File: src/rtl/stopwatch_display.sv
// stopwatch_display
// Converts the stopwatch time word {minutes, seconds} to BCD with a
// sequential double-dabble and drives a 4-digit multiplexed 7-segment
// display reading MM.SS.
//
// Ports:
//   clk        system clock
//   nrst       asynchronous active-low reset
//   time_in    {minutes[13:7], seconds[6:0]}, binary 0..127 per field
//   blank      forces seg/dp/digit_sel to zero (combinational)
//   seg        {g,f,e,d,c,b,a}, active-high
//   dp         decimal point, active-high (lit on the minutes-ones digit)
//   digit_sel  one-hot active-high digit enable
//   busy       high while a conversion is in progress (state != IDLE)
//
// Handshake: there is none. time_in is sampled only in IDLE; a mismatch
// against the last captured word starts a conversion, so a value that
// changes mid-conversion is picked up when the FSM returns to IDLE.

module stopwatch_display #(
    parameter int SCAN_DIV = 1000,
    parameter bit LZ_BLANK = 1'b0
) (
    input  logic        clk,
    input  logic        nrst,
    input  logic [13:0] time_in,
    input  logic        blank,
    output logic [6:0]  seg,
    output logic        dp,
    output logic [3:0]  digit_sel,
    output logic        busy
);

    localparam logic [1:0] IDLE   = 2'd0;
    localparam logic [1:0] CONV   = 2'd1;
    localparam logic [1:0] COMMIT = 2'd2;

    localparam int              CW        = (SCAN_DIV > 2) ? $clog2(SCAN_DIV) : 1;
    localparam logic [CW-1:0]   SCAN_LAST = CW'(SCAN_DIV - 1);

    logic [1:0]    state_q,    state_d;
    logic [13:0]   captured_q, captured_d;
    logic [6:0]    min_sh_q,   min_sh_d;
    logic [6:0]    sec_sh_q,   sec_sh_d;
    logic [7:0]    min_bcd_q,  min_bcd_d;
    logic [7:0]    sec_bcd_q,  sec_bcd_d;
    logic [2:0]    cnt_q,      cnt_d;
    logic [15:0]   disp_q,     disp_d;     // {min_tens, min_ones, sec_tens, sec_ones}
    logic [CW-1:0] scan_q,     scan_d;
    logic [1:0]    idx_q,      idx_d;

    // Add-3 correction on every BCD nibble that is 5 or more, applied
    // before each left shift.
    function automatic logic [7:0] dabble(input logic [7:0] b);
        logic [7:0] r;
        r = b;
        if (r[3:0] >= 4'd5) r[3:0] = r[3:0] + 4'd3;
        if (r[7:4] >= 4'd5) r[7:4] = r[7:4] + 4'd3;
        return r;
    endfunction

    // Conversion FSM
    always_comb begin
        logic [7:0] min_adj;
        logic [7:0] sec_adj;
        state_d    = state_q;
        captured_d = captured_q;
        min_sh_d   = min_sh_q;
        sec_sh_d   = sec_sh_q;
        min_bcd_d  = min_bcd_q;
        sec_bcd_d  = sec_bcd_q;
        cnt_d      = cnt_q;
        disp_d     = disp_q;
        min_adj    = dabble(min_bcd_q);
        sec_adj    = dabble(sec_bcd_q);
        case (state_q)
            IDLE: begin
                if (time_in != captured_q) begin
                    captured_d = time_in;
                    min_sh_d   = time_in[13:7];
                    sec_sh_d   = time_in[6:0];
                    min_bcd_d  = 8'h00;
                    sec_bcd_d  = 8'h00;
                    cnt_d      = 3'd0;
                    state_d    = CONV;
                end
            end
            CONV: begin
                min_bcd_d = {min_adj[6:0], min_sh_q[6]};
                sec_bcd_d = {sec_adj[6:0], sec_sh_q[6]};
                min_sh_d  = {min_sh_q[5:0], 1'b0};
                sec_sh_d  = {sec_sh_q[5:0], 1'b0};
                cnt_d     = cnt_q + 3'd1;
                if (cnt_q == 3'd6) state_d = COMMIT;
            end
            COMMIT: begin
                // The 8-bit accumulators cannot hold the hundreds digit, so
                // the clamp keys off the captured binary field instead.
                disp_d[15:8] = (captured_q[13:7] > 7'd99) ? 8'h99 : min_bcd_q;
                disp_d[7:0]  = (captured_q[6:0]  > 7'd99) ? 8'h99 : sec_bcd_q;
                state_d      = IDLE;
            end
            default: state_d = IDLE;
        endcase
    end

    // Scan timing, free-running regardless of FSM and blank
    always_comb begin
        scan_d = scan_q + CW'(1);
        idx_d  = idx_q;
        if (scan_q == SCAN_LAST) begin
            scan_d = '0;
            idx_d  = idx_q + 2'd1;
        end
    end

    always_ff @(posedge clk or negedge nrst) begin
        if (!nrst) begin
            state_q    <= IDLE;
            captured_q <= '0;
            min_sh_q   <= '0;
            sec_sh_q   <= '0;
            min_bcd_q  <= '0;
            sec_bcd_q  <= '0;
            cnt_q      <= '0;
            disp_q     <= '0;
            scan_q     <= '0;
            idx_q      <= '0;
        end else begin
            state_q    <= state_d;
            captured_q <= captured_d;
            min_sh_q   <= min_sh_d;
            sec_sh_q   <= sec_sh_d;
            min_bcd_q  <= min_bcd_d;
            sec_bcd_q  <= sec_bcd_d;
            cnt_q      <= cnt_d;
            disp_q     <= disp_d;
            scan_q     <= scan_d;
            idx_q      <= idx_d;
        end
    end

    assign busy = (state_q != IDLE);

    // Digit select and segment decode
    always_comb begin
        logic [3:0] digit;
        logic [6:0] seg_raw;
        case (idx_q)
            2'd0:    digit = disp_q[3:0];
            2'd1:    digit = disp_q[7:4];
            2'd2:    digit = disp_q[11:8];
            default: digit = disp_q[15:12];
        endcase
        case (digit)
            4'd0:    seg_raw = 7'h3F;
            4'd1:    seg_raw = 7'h06;
            4'd2:    seg_raw = 7'h5B;
            4'd3:    seg_raw = 7'h4F;
            4'd4:    seg_raw = 7'h66;
            4'd5:    seg_raw = 7'h6D;
            4'd6:    seg_raw = 7'h7D;
            4'd7:    seg_raw = 7'h07;
            4'd8:    seg_raw = 7'h7F;
            4'd9:    seg_raw = 7'h6F;
            default: seg_raw = 7'h00;
        endcase
        if (LZ_BLANK && (idx_q == 2'd3) && (digit == 4'd0)) seg_raw = 7'h00;
        if (blank) begin
            seg       = 7'h00;
            dp        = 1'b0;
            digit_sel = 4'b0000;
        end else begin
            seg       = seg_raw;
            dp        = (idx_q == 2'd2);
            digit_sel = 4'b0001 << idx_q;
        end
    end

endmodule

File: config.mk
export PLATFORM = sky130hd
export DESIGN_NAME = stopwatch_display
export DESIGN_NICKNAME = d
export VERILOG_FILES = /design/src/rtl/stopwatch_display.sv
export SDC_FILE = /design/constraint.sdc
export NUM_CORES = 1
export LEC_CHECK = 0
export CELL_PAD_IN_SITES_DETAIL_PLACEMENT = 0
export CELL_PAD_IN_SITES_GLOBAL_PLACEMENT = 1
export CORE_AREA = 2 2 102 104
export DETAILED_ROUTE_END_ITERATION = 6
export DIE_AREA = 0 0 104 106
export GPL_TIMING_DRIVEN = 0
export PLACE_DENSITY_LB_ADDON = 0.1
export SETUP_SLACK_MARGIN = 0.2
export SLEW_MARGIN = 10
export SYNTH_ARGS = -nofsm -noshare
export SYNTH_HDL_FRONTEND = slang
export SYNTH_SLANG_ARGS = --single-unit
File: constraint.sdc
create_clock -name clk -period 1.9 [get_ports clk]
set_input_delay 0.19 -clock clk [delete_from_list [all_inputs] [get_ports clk]]
set_output_delay 0.19 -clock clk [all_outputs]
set_load 0.01 [all_outputs]
# Yosys cells after proc, flatten, opt, wreduce, memory -nomap -nowiden

Memory sizes are Yosys's and may differ from the RTL's.
Index checks and enable logic that the tools add are counted.

Equality and inequality tests: 9
Shifts and indexed selects: 1
Multiplexer cells: 23
Add/subtract/negate cells: 7
Magnitude comparators: 6
Reductions and logical operators: 7

Operators by type and width:

| kind                  | count |
|---|---|
| $pmux 8 s2            | 2 |
| $pmux 7 s2            | 2 |
| $mux 8                | 3 |
| $mux 7                | 3 |
| $ge 4x3->1 const B    | 4 |
| $gt 7x7->1 const B    | 2 |
| $ne 14x14->1          | 1 |
| $mux 4                | 3 |
| $pmux 4 s3            | 1 |
| $add 10x1->10 const B | 1 |
| $eq 10x10->1 const B  | 1 |
| $mux 10               | 1 |
| $mux 3                | 3 |
| $add 4x2->4 const B   | 2 |
| $add 3x2->3 const B   | 2 |
| $pmux 3 s2            | 1 |
| $reduce_and 2->1      | 3 |
| $eq 2x1->1 const B    | 2 |
| $eq 2x2->1 const B    | 2 |
| $logic_not 2->1       | 2 |
| $mux 2                | 2 |
| $ne 2x2->1 const B    | 2 |
| $pmux 2 s2            | 1 |
| $reduce_bool 2->1     | 2 |
| 5 further kinds       | 5 |

Bits in registers: 77
Output and inout bits: 13
Memory bits (read-only): 112
Word-level logic and storage cells: 64
Memories kept: 1

Memory list:

| memory           | words | bits a word | read ports | clocked after memory_dff | wr ports | RTL line | RTL |
|---|---|---|---|---|---|---|---|
| (name not given) | 16    | 7           | 1          | 0                        | 0        | 155      | `case (digit)` |

# Longest topological paths before layout

Gate-level depths: netlist (run 1).
An unclocked memory read counts as a cell.

Word-level depth: 4
Mapped depth: 9
Mapped depth without buffers: 9

# Worst setup path before layout (run 1)

OpenSTA, ideal clock, no wires.

Path type: register to output
Start point: reg idx_q[0]
End point: out seg[3]
Stages on the path, launching flop included: 10
Path slack: -196 ps
Data arrival time: 1906 ps
Path buffers: 0
Path through: dfrtp_1 > inv_1 > ha_1 > a222oi_1 > mux2i_1 > inv_1 > ha_1 > nor2_1 > o21ai_0 > a21oi_1

Longest elaborated chain between the ends: 4
Elaborated cells on any way between the ends: 6
Those cells by class: 2 x eq/ne; 2 x mux; 1 x reduce/logical; 1 x memory

Ends and longest elaborated chain:

| element                                  | RTL line | RTL |
|---|---|---|
| start: declaration                       | 50       | `logic [1:0] idx_q, idx_d;` |
| start signal: assignment                 | 139      | `idx_q <= idx_d;` |
| $eq 2x2->1, or another cell as far along | 149      | `case (idx_q)` |
| $pmux 4 s3 (*)                           | 149      |  |
| $mem_v2 16x7 (*)                         | --       |  |
| $mux 7 (*)                               | 169      | `if (blank) begin` |
| end: declaration                         | 28       | `output logic [6:0] seg,` |

Every way passes the cells marked *; elsewhere a longest branch is shown, timed or not.

# Final worst setup path (run 1)

Ends and elaborated chain as after synthesis.

==> results of run 1 <==
[state kept, by name, summed over array words and instances (netlist names)]
| register | count |
|---|---|
| captured_q | 14 |
| cnt_q | 3 |
| idx_q | 2 |
| state_q | 2 |
| sec_sh_q | 7 |
| sec_bcd_q | 8 |
| disp_q | 16 |
| scan_q | 10 |
| min_sh_q | 7 |
| min_bcd_q | 8 |
[power groups by stage]
stage          logic, W  registers (W)  clock network (W)
6_report        0.00399        0.00274            0.00142
5_1_grt         0.00437        0.00282            0.00150
4_1_cts         0.00378        0.00273            0.00145
3_5_place_dp    0.00306        0.00275                  0
3_3_place_gp    0.00300        0.00274                  0
2_1_floorplan   0.00233        0.00261                  0
[layout by cell type, fill, tap and decap left out, types with 4 or more instances in the layout]
master / instances
o22ai_2: 4
ha_4: 7
nand3_1: 5
xnor2_1: 13
clkdlybuf4s50_1: 16
clkbuf_8: 10
clkbuf_2: 4
mux2_4: 24
ha_1: 13
a21oi_2: 7
buf_2: 9
dfrtp_1: 76
buf_4: 22
nor2_1: 21
xor2_1: 18
o21ai_0: 12
o21ai_2: 5
nand2b_1: 5
a21oi_1: 16
a22o_1: 7
a31oi_1: 4
buf_6: 14
a222oi_1: 4
nand2_1: 67
inv_1: 18
nor2b_1: 7
[routing by layer]
| layer | share of wire (%) | wire length [um] | vias up | track usage [%] |
|---|---|---|---|---|
| li1 | - | - | 1524 | - |
| met1 | 48 | 4739 | 1517 | 25.16 |
| met2 | 47 | 4589 | 56 | 30.12 |
| met3 | 3.7 | 367 | 13 | 3.372 |
| met4 | 1.2 | 115 | 0 | 5.792 |
| met5 | 0 | 0 | - | 0 |
[area by class of cell]
cell class / instances / area [sq um]
Sequential cell: 77 / 1928
Inverter: 22 / 87.58
Clock inverter: 5 / 83.83
Multi-Input combinational cell: 286 / 2327
Tap cell: 136 / 170.2
Buffer: 13 / 120.1
Fill cell: 914 / 4467
Clock buffer: 11 / 141.4
Timing Repair Buffer: 68 / 674.4
[critical path, cell delays in order, from the launching register on]
cell and delay, ns:
dfrtp_1 0.40, buf_4 0.15, ha_4 0.17, a222oi_1 0.31, mux2i_2 0.16, buf_4 0.17, inv_6 0.07, ha_4 0.14
nor2b_4 0.04, buf_4 0.12, o21ai_2 0.09, a21oi_1 0.07, buf_2 0.16
[metrics by stage]
stage | util, % | cell area, sq um
floorplan | - | 4126
global placement | 45.87 | 4587
detailed placement | 46.12 | 4612
CTS | 53.85 | 5385
global route | 55.33 | 5533
finish | 55.33 | 5533
[cells by family after synthesis]
family | share of synthesized area, %
buffers and inverters | 3.733
adders and majority gates | 6.426
xor gates and xnor gates | 6.854
and+or+nand+nor | 14.41
AOI/OAI and AO/OA | 12.52
muxes | 8.935
DFF | 47.12
[repair_timing]
action                                  4_1_cts  5_1_grt
endpoints found under the setup margin       75       73
endpoints found under the hold margin        16        0
cloned                                        2        0
hold buffers                                  1        0
pin swaps                                    24       20
gates resized for setup                     118       26
setup buffers                                29        6
[worst max-delay path by stage]
stage | from | endpoint | slack (ns) | depth (start not counted)
2_1_floorplan | idx_q[0] | seg[3] | -0.12 | 9
3_3_place_gp | nrst | sec_sh_q[3] | -2.29 | 1
3_5_place_dp | idx_q[1] | seg[0] | -0.88 | 10
4_1_cts | idx_q[1] | seg[6] | -0.76 | 11
5_1_grt | idx_q[0] | seg[6] | -0.85 | 11
6_report | idx_q[0] | seg[3] | -0.69 | 12
==> results.toml, run 1 <==
[outcome]
run_status = "finished with violations"
failing_checks = "negative setup slack"

[yosys]
synth.lib_cells_used.distinct = 46
yosysTopAreaCellShare_pct = 47.12
post_synth.cell_area_avg_sq_um = 10.27
postSynth.asyncResetShare_pct = 100.0
synth.top_cells.by_area = "dfrtp_1, ha_1, nand2_1, xor2_1, mux2_2"
postSynthCellCount = 398
netlist.top_cell.by_area = "dfrtp_1"
count_of_synthesis_stage_warnings_from_yosys = 0
synthFlopType = "dfrtp_1"
syn-num-nets = 436
synth_edf_count = 0
combined_area_of_all_synthesized_cells_sq_mm = 0.004089
synth_most_common_cell = "dfrtp_1"
yosys-top-cells-count = "dfrtp_1, nand2_1, a21oi_1, nor2_1, inv_1"
postSynthRegisterBits = 77
synth_seq_area_share_pct = 47.12

[cells_and_area]
instances_no_fill = 618
area_delta_synth_final_pct = 35.31
number_of_antenna_diodes = 0
final_layout_size_suffix_gt1_share_pct = 31.54
finalNetCount = 515

[placement]
io_buffers = 29
gpl.final_weighted_congestion = 0.7405
post-place-ws_ns = -0.8764
post-dp-hpwl_um = 6330
post-place-cells = 564

[sta]
layout_worst_path_cycle_share_pct = 136.5
setup_violations = 43
fin_skew_ns = 0.01883
final_hold_vio_count = 0
final_period_minus_worst_setup_slack_ns = 2.594
tightest_slew_ns = 0.5803
max_slew_margin_pct = 60.70
rsz0062_at_grt = "yes"
slew_viol_final = 0
hold-worst-slack_ns = 0.2618
fmax_mhz = 385.5
final_ws_setup_ns = -0.6939
setup_total_negative_slack_ns = -6.927

[detailed_routing]
post-route-drc-count = 0
detailroute.via_count = 3110
finalWirelength_um = 9813
drt_iter0_drc = 127
wl_per_cell_um = 15.88
ant_nets = 0
firstDrtPassIters = 4
drt-vias-per-instance = 5.032

[pwr]
static-leakage-power_nw = 2.541
internal_power_w = 0.005102
post-layout-total-power_w = 0.008144
ir_drop_mv = 0.7056
p_sw_w = 0.003043
p_seq_share_pct = 33.6
power.share.clock_pct = 17.4
switching_share_pct = 37.36
p_comb_share_pct = 49.0
power_density_mw_per_mm2 = 1472

[clock_network]
cts_tree = "yes"
clock_latency_reported_for_the_late_side_of_the_worst_skew_pair_ns = 0.36
cts_sinks = 77
clock-root-buffer = "clkbuf_8"
cts-htree-levels = 3
cts_made_buffers = 9
clock_path_buffers = 2
clkSlewWorstSetupHoldPaths_ns = 0.08

[critical_path]
critPathArrivalTime_ns = 2.40
worst-path-max-fanout = 5
number_of_cell_instances_on_the_worst_register_to_register_path = 7
crit_path_start_kind = "register"
worst_r2r_endpoint = "min_sh_q[4]"
r2r_start = "captured_q[9]"
worstPathRequired_ns = 1.71
cp-end-kind = "primary output"
worst-r2r-setup-slack_ns = -0.14
start_to_end_type_of_the_worst_setup_path = "register to primary output"

[global_routing]
gr-usage-all-layers_pct = 18.49
number_of_global_route_vias_before_repair = 3124
grt-ovfl-total = 0
grt_start_max_net_pins = 62
grt_antenna_before_repair = 0
wire_length_of_the_first_global_routing_pass_um = 16040

[floorplanning]
initial_core_util_pct = 40.89
ios = 30
floorplan.rows = 37
chipHeight_um = 106
design.core.area_sq_mm = 0.01000
dieWidth_um = 104
die_area_sq_mm = 0.01102

[min_path]
hold_path.class = "primary input to async pin"

[flow_run]
max-cap-violations = 0
(Power assumes the default switching activity.)
==> run 2: changes to the inputs <==
- PLACE_DENSITY: unset -> 0.74
- PLACE_DENSITY_LB_ADDON: 0.1 -> unset
==> run 2 against run 1 <==
Net effect: the run still ends with negative setup slack left; sequential cell count is the same; global-route usage shrank 1.2 points; largest power group unchanged; die area is the same; highest routed layer unchanged; combinational power shrank 6.0%; largest cell class unchanged; register-to-register slack gained 0.11 ns; worst setup slack lost 0.082 ns; critical path type unchanged; utilization shrank 1.7 points; non-clock buffer count shrank 12; routed wire length shrank 5.9%.
==> results.toml, run 2 (synthesis results as in run 1) <==
[cells_and_area]
finalNetCount = 503
layout_commonest_cell = "dfrtp_1"
number_of_antenna_diodes = 0
largest_registers = "disp_q: 16 flops, captured_q: 14 flops, scan_q: 10 flops"
layout.filler_cells = 918
multi_input_area_sq_mm = 0.002317
regMostFlops = "disp_q"
largest_register_ffs = 16
regArea_sq_mm = 0.001928
final_layout_size_suffix_gt1_share_pct = 29.21
commonest_cells_after_routing_fill_and_taps_aside = "dfrtp_1, nand2_1, mux2_4, inv_1, nor2_1"
area_delta_synth_final_pct = 31.18

[min_path]
hold_path.class = "primary input to async pin"

[critical_path]
worstPathRequired_ns = 1.71
start_to_end_type_of_the_worst_setup_path = "register to primary output"
cp-end-kind = "primary output"
worst_r2r_endpoint = "min_sh_q[4]"
worst-path-max-fanout = 5
r2r_start = "captured_q[9]"
crit_path_start_kind = "register"
worst-r2r-setup-slack_ns = -0.03
number_of_cell_instances_on_the_worst_register_to_register_path = 6
critPathArrivalTime_ns = 2.49

[clock_network]
clock_latency_reported_for_the_late_side_of_the_worst_skew_pair_ns = 0.35
cts_tree = "yes"
cts-htree-levels = 3
cts_sinks = 77
clock_path_buffers = 2
clkSlewWorstSetupHoldPaths_ns = 0.09
clock-root-buffer = "clkbuf_8"
cts_made_buffers = 9

[sta]
max_slew_margin_pct = 48.56
slew_viol_final = 0
setup_violations = 28
final_ws_setup_ns = -0.7759
final_hold_vio_count = 0
final_period_minus_worst_setup_slack_ns = 2.676
rsz0062_at_grt = "yes"
tightest_slew_ns = 0.7716
fmax_mhz = 373.7
setup_total_negative_slack_ns = -5.315
fin_skew_ns = 0.01283
layout_worst_path_cycle_share_pct = 140.8

[detailed_routing]
firstDrtPassIters = 5
wl_per_cell_um = 15.26
post-route-drc-count = 0
finalWirelength_um = 9235
detailroute.via_count = 3101
drt_iter0_drc = 144
drt-vias-per-instance = 5.126
ant_nets = 0

[global_routing]
wire_length_of_the_first_global_routing_pass_um = 15100
grt_start_max_net_pins = 51
gr-usage-all-layers_pct = 17.28
grt-ovfl-total = 0
number_of_global_route_vias_before_repair = 3045
grt_antenna_before_repair = 0

[placement]
post-dp-hpwl_um = 6013
post-place-ws_ns = -0.9400
gpl.final_weighted_congestion = 0.7624
io_buffers = 29

[flow_run]
max-cap-violations = 0

[outcome]
run_status = "finished with violations"
failing_checks = "negative setup slack"

[floorplanning]
design.core.area_sq_mm = 0.01000
initial_core_util_pct = 40.89
die_area_sq_mm = 0.01102
chipHeight_um = 106
ios = 30
dieWidth_um = 104
floorplan.rows = 37

[pwr]
ir_drop_mv = 0.7226
post-layout-total-power_w = 0.007851
power_density_mw_per_mm2 = 1464
static-leakage-power_nw = 2.468
[run 2: changes by cell type in the layout (fill, tap and decap cells not counted), sizes merged]
| cell | change |
|---|---|
| dlygate4sd2 | +1 |
| clkinv | +2 |
| buf | -14 |
| clkdlybuf4s50 | -1 |
| clkbuf | +2 |
| clkinvlp | -2 |
| clkdlybuf4s15 | -1 |
[run 2: area by class of cell]
class	count	share of cell area, %
Timing Repair Buffer	56	10.22
Clock buffer	10	2.566
Buffer	13	1.959
Multi-Input combinational cell	286	43.20
Tap cell	136	3.172
Inverter	22	1.540
Sequential cell	77	35.95
Clock inverter	5	1.400
[run 2: layer usage]
metal / GRT usage (%) / part of all wire [%]
met1: 22.45 / 47
met2: 29.14 / 49
met3: 3.066 / 3.2
met4: 6.081 / 1.0
met5: 0 / 0
[run 2: stage by stage]
step	cells	hold WS [ns]	instance area, sq um	utilization, %
4_1_cts	601	0.3008	5264	52.64
6_report	605	0.3033	5364	53.64
2_1_floorplan	398	-0.1056	4126	-
5_1_grt	605	0.3236	5364	53.64
3_5_place_dp	564	0.1458	4612	46.12
3_3_place_gp	563	0.4487	4587	45.87
[run 2: how the worst max path moves through the flow]
stage	start	endpoint	slack, ns
5_1_grt	idx_q[0]	seg[4]	-0.91
2_1_floorplan	idx_q[0]	seg[3]	-0.12
4_1_cts	idx_q[1]	seg[3]	-0.77
3_5_place_dp	idx_q[1]	seg[0]	-0.94
6_report	idx_q[0]	seg[4]	-0.78
3_3_place_gp	nrst	sec_bcd_q[1]	-2.15
[run 2: worst max-delay path: stages, from the launching register on]
cell           delay [ns]
dfrtp_1              0.42
buf_4                0.16
ha_4                 0.17
a222oi_1             0.37
mux2i_2              0.18
inv_1                0.18
ha_1                 0.19
o211ai_1             0.10
a21oi_2              0.12
dlygate4sd2_1        0.27
[run 2: timing repair]
| item | CTS | global route |
|---|---|---|
| pin swaps | 25 | 11 |
| gates cloned | 2 | 0 |
| resized for setup | 105 | 22 |
| hold endpoints to repair | 27 | 0 |
| hold buffers | 1 | 0 |
| setup endpoints to repair | 72 | 76 |
| buffers inserted | 19 | 4 |
[run 2: power breakdown]
group	internal, W	switching (W)
clock	0.000762	0.000602
sequential	0.00226	0.000478
combinational	0.00191	0.00184
